**src/rtl/pipe_stage_reg.sv**
```systemverilog
// Inter-stage pipeline register with valid/ready handshake, flush-to-bubble and optional 2-entry skid.
// Latency: 1 cycle in->out on an idle stage; all outputs registered except in_ready when SKID=0.
// Backpressure: out_ready=0 stalls; SKID=1 absorbs one extra beat then deasserts in_ready (registered).
module pipe_stage_reg #(
  parameter int CTRL_W = 16,
  parameter int DATA_W = 128,
  parameter int SKID   = 1
) (
  input  logic              clk,
  input  logic              rst,
  input  logic              flush,
  input  logic              in_valid,
  output logic              in_ready,
  input  logic [CTRL_W-1:0] in_ctrl,
  input  logic [DATA_W-1:0] in_data,
  output logic              out_valid,
  input  logic              out_ready,
  output logic [CTRL_W-1:0] out_ctrl,
  output logic [DATA_W-1:0] out_data
);

  // EMPTY: main invalid; FULL: main valid, skid empty; SKID: both entries valid.
  localparam logic [1:0] ST_EMPTY = 2'd0;
  localparam logic [1:0] ST_FULL  = 2'd1;
  localparam logic [1:0] ST_SKID  = 2'd2;

  logic [1:0]        state;
  logic [1:0]        state_nxt;
  logic              in_ready_q;
  logic [CTRL_W-1:0] skid_ctrl;
  logic [DATA_W-1:0] skid_data;

  logic in_xfer;
  logic load_main_in;
  logic load_main_skid;
  logic load_skid;

  // With the skid entry the upstream ready comes straight from a flop; without it
  // the stage can only accept when it is empty or draining this cycle.
  assign in_ready = (SKID != 0) ? in_ready_q : (~out_valid | out_ready);
  assign in_xfer  = in_valid & in_ready;

  // Next-state and entry-load selection; flush overrides every transition.
  always_comb begin
    state_nxt      = state;
    load_main_in   = 1'b0;
    load_main_skid = 1'b0;
    load_skid      = 1'b0;
    case (state)
      ST_EMPTY: begin
        if (in_xfer) begin
          state_nxt    = ST_FULL;
          load_main_in = 1'b1;
        end
      end
      ST_FULL: begin
        if (in_xfer && out_ready) begin
          load_main_in = 1'b1;
        end else if (in_xfer && (SKID != 0)) begin
          // Downstream stalled while a beat arrives: park it in the skid entry.
          state_nxt = ST_SKID;
          load_skid = 1'b1;
        end else if (out_ready) begin
          state_nxt = ST_EMPTY;
        end
      end
      ST_SKID: begin
        if (out_ready) begin
          state_nxt      = ST_FULL;
          load_main_skid = 1'b1;
        end
      end
      default: state_nxt = ST_EMPTY;
    endcase
    if (flush) begin
      state_nxt      = ST_EMPTY;
      load_main_in   = 1'b0;
      load_main_skid = 1'b0;
      load_skid      = 1'b0;
    end
  end

  // Handshake state: valid and registered ready both follow the next state.
  always_ff @(posedge clk or posedge rst) begin
    if (rst) begin
      state      <= ST_EMPTY;
      out_valid  <= 1'b0;
      in_ready_q <= 1'b1;
    end else begin
      state      <= state_nxt;
      out_valid  <= (state_nxt != ST_EMPTY);
      in_ready_q <= (state_nxt != ST_SKID);
    end
  end

  // Main entry: control is zeroed in the register whenever the stage becomes a bubble,
  // data simply holds so downstream sees no toggling on idle cycles.
  always_ff @(posedge clk or posedge rst) begin
    if (rst) begin
      out_ctrl <= '0;
      out_data <= '0;
    end else if (load_main_in) begin
      out_ctrl <= in_ctrl;
      out_data <= in_data;
    end else if (load_main_skid) begin
      out_ctrl <= skid_ctrl;
      out_data <= skid_data;
    end else if (state_nxt == ST_EMPTY) begin
      out_ctrl <= '0;
    end
  end

  // Skid entry: captures the overflow beat; its control is cleared once it is no longer held.
  always_ff @(posedge clk or posedge rst) begin
    if (rst) begin
      skid_ctrl <= '0;
      skid_data <= '0;
    end else if (load_skid) begin
      skid_ctrl <= in_ctrl;
      skid_data <= in_data;
    end else if (state_nxt != ST_SKID) begin
      skid_ctrl <= '0;
    end
  end

endmodule

```
**config.mk**
```make
export PLATFORM = sky130hd
export DESIGN_NAME = pipe_stage_reg
export DESIGN_NICKNAME = d
export VERILOG_FILES = /design/src/rtl/pipe_stage_reg.sv
export SDC_FILE = /design/constraint.sdc
export NUM_CORES = 1
export LEC_CHECK = 0
export CAP_MARGIN = 30
export CORE_ASPECT_RATIO = 1.4
export CORE_MARGIN = 4
export CORE_UTILIZATION = 45
export DETAILED_ROUTE_END_ITERATION = 6
export PLACE_DENSITY = 0.81
export SLEW_MARGIN = 20
export SYNTH_ARGS = -nofsm -noshare
export SYNTH_HDL_FRONTEND = slang
export SYNTH_SLANG_ARGS = --single-unit
```
**constraint.sdc**
```tcl
create_clock -name clk -period 11.4 [get_ports clk]
set_input_delay 2.28 -clock clk [delete_from_list [all_inputs] [get_ports clk]]
set_output_delay 2.28 -clock clk [all_outputs]
set_load 0.01 [all_outputs]
```
==> qor.csv <==
stage,metric,value,unit
routing,Detail Route Antenna Nets,0,
routing,initial DRC count,435,
die,Starting Density,45.9,%
die,Die Y,199,µm
global_route,vias in the first global route,8639,
critical_path,"Req. time, crit path",11.86,ns
power,switching pwr,0.726,mW
clocking,"Reg clk slew, reported paths",0.06,ns
die,die area,28700,µm²
run_status,outcome,completed,
routing,Detailed Routing Iterations Pass 1,7,
power,worst vdd ir,0.126,mV
yosys,"Seq/Total Area, Yosys",62.3,%
clocking,worst-skew pair later-pin latency,0.53,ns
cells_and_area,Finished Cell Area,15800,µm²
routing,via count,8179,
sta,Setup WS post-layout,6.82,ns
yosys,Yosys reg bits,292,
placement,Place WS,6.26,ns
power,PD cells,184,nW/µm²
power,share of power burned in registers,47.6,%
yosys,"EDFF count, synth",0,
power,Pint,2.19,mW
routing,total wire length,30300,µm
yosys,post-synth top area share,62.1,%
cells_and_area,"Net count, final",1231,
cells_and_area,Layout area overhead,35.2,%
sta,Period minus WS final,4.58,ns
global_route,total grt overflow,0,
placement,placed cell areas,14900,µm²
critical_path,flop2flop setup slack,8.55,ns
yosys,Cells after Synth,811,
sta,Setup TNS,0,ns
yosys,synthesized net count,960,
clocking,Num CTS Buffers,29,
power,Logic pwr share,20.1,%
global_route,Most Crowded Layer GR,met2,
global_route,total track usage,20.4,%
yosys,Area contributors post-synth,"dfrtp_1 (62%), a221o_1 (12%), mux2_2 (12%)",
routing,via/cell ratio,5.74,
sta,Final Hold Fails,0,
clocking,H-tree depth,1,
power,Clock Power Share,32.3,%
critical_path,CP Capture Type,flop,
placement,# port buffers,294,
sta,actual slew at the worst max-slew pin,0.954,ns
yosys,Post-synth top cells,"dfrtp_1 (291), a221o_1 (144), and2_1 (144)",
yosys,Synth Flop Type,dfrtp_1,
critical_path,worst-path fanout max,77,
yosys,synth warn,0,
sta,Layout Skew,0.0158,ns
sta,unrepaired setup endpoints after global routing,no,
routing,routed len/inst,21.2,µm
clocking,cts hold-fix bufs,0,
global_route,GRT met2 Usage,32.9,%
yosys,Async SR Flop Fraction,100,%
yosys,Yosys top cell by area,dfrtp_1,
yosys,Synth cell types,25,
global_route,initial antenna violation count,3,
power,P_leak,6.94,nW
global_route,global-route track usage on met3,4.21,%
clocking,CTS-repair resized insts,0,
die,die width,144,µm
min_path,Hold Crit Class,reg -> reg,
cells_and_area,post-layout util,62.0,%
clocking,clock root buffer,clkbuf_16,
die,Rows,69,
sta,f_max,218,MHz
sta,Hold Slack,0.489,ns
cells_and_area,Layout fillers,1951,
global_route,grt met1 use,26.7,%
critical_path,startpoint types,input port,
clocking,clk buf depth,3,
critical_path,CP Class,in -> reg,
clocking,setup bufs post-CTS,0,
placement,Final Wtd Congestion,0.785,
global_route,largest net degree at the start of global routing,155,
cells_and_area,fraction of layout cells with a size suffix above 1,17.5,%
critical_path,crit path DAT,5.04,ns
sta,Max transition margin,36.4,%
placement,detailed placement HPWL,19300,µm
die,core box area,25600,µm²
clocking,TritonCTS sink count,292,
sta,max-slew violations,0,
global_route,first-pass GRT wire length,47200,µm
sta,final setup violating endpoints,0,
routing,residual DRC count,0,
power,Sw Share,24.9,%
yosys,top-count cell post-synth,dfrtp_1,
clocking,CTS tree,built,
sta,crit share post-route,40.2,%
yosys,"Avg Cell Area, Syn",14.5,µm²
yosys,synthesized area,11700,µm²
flow_run,total of max-cap violations,0,
die,I/O pin total,295,
==> registers in the layout, summed over array words and instances, names as in the netlist <==
signal / cells
skid_data: 128
out_valid: 1
in_ready: 1
state: 2
out_data: 128
out_ctrl: 16
skid_ctrl: 16
==> stage by stage <==
step | power (mW) | std cells
floorplan | 1.67 | 811
global placement | 1.96 | 1368
detailed placement | 1.99 | 1369
CTS | 2.95 | 1421
global route | 3.05 | 1425
finish | 2.92 | 1425
==> power groups by stage <==
| stage | sequential [mW] | clock [mW] | combinational [mW] |
|---|---|---|---|
| after global routing | 1.41 | 1.01 | 0.632 |
| after global placement | 1.39 | 0 | 0.573 |
| final | 1.39 | 0.942 | 0.585 |
| after detailed placement | 1.40 | 0 | 0.592 |
| after CTS | 1.39 | 0.967 | 0.593 |
| after floorplan | 1.41 | 0 | 0.257 |
==> path summary, 6_finish.rpt <==
| path | startpoint | to | depth (start not counted) |
|---|---|---|---|
| worst max-delay path | out_ready | out_data[75] | 5 |
| worst min-delay path | skid_ctrl[11] | skid_ctrl[11] | 1 |
| worst max register to register | in_ready | out_data[75] | 4 |
| worst min register to register | skid_ctrl[11] | skid_ctrl[11] | 1 |
| max in group asynchronous | rst | state[0] | 4 |
| min in group asynchronous | rst | out_data[48] | 2 |
==> cells by family (layout without fill, tap and decap cells) <==
logic type | count (synthesis) | in the layout | synth area share (%)
XOR/XNOR | 2 | 2 | 0.149
other | 0 | 3 | 0
buffers and inverters | 67 | 359 | 3.05
AO/OA/AOI/OAI | 164 | 164 | 13.7
flip-flops | 292 | 292 | 62.3
multiplexers | 128 | 128 | 12.3
AND/OR/NAND/NOR | 158 | 158 | 8.47
==> per-layer routing <==
| layer | wire (µm) | share of wire [%] |
|---|---|---|
| met3 | 1840 | 6.1 |
| met1 | 11900 | 39 |
| met5 | 0 | 0 |
| met4 | 1230 | 4.1 |
| met2 | 15200 | 50 |
==> worst max-delay path, stage by stage <==
cell	delay [ns]
clkdlybuf4s50_1	0.57
nand2b_1	0.26
and3_4	0.76
buf_4	0.82
a221o_1	0.29
==> cells in the final DEF, fill, tap and decap left out, types with 2 or more instances in the layout <==
cell	synthesis	layout
clkdlybuf4s50_1	0	294
dfrtp_1	291	291
and2_1	144	144
a221o_1	144	144
mux2_2	128	128
clkbuf_16	0	29
a22o_1	16	16
buf_4	3	8
clkbuf_1	26	7
clkbuf_8	0	6
clkinvlp_4	0	4
clkinv_2	0	4
diode_2	0	3
nor2_1	3	3
nand2b_1	2	2
nor3_2	2	2
a21o_1	2	2
bufinv_16	0	2
buf_16	0	2
==> area by class of cell <==
| class | instances | area (µm²) | area share (%) |
|---|---|---|---|
| diodes | 3 | 7.51 | 0.0474 |
| clock buffers | 42 | 835 | 5.27 |
| clock inverters | 10 | 110 | 0.695 |
| inverters | 2 | 15.0 | 0.0947 |
| multi-input cells | 452 | 4100 | 25.8 |
| flip-flops and latches | 292 | 7310 | 46.1 |
| well taps | 319 | 399 | 2.52 |
| repair buffers | 305 | 3080 | 19.4 |
No activity file was read; power rests on OpenSTA's default activity.
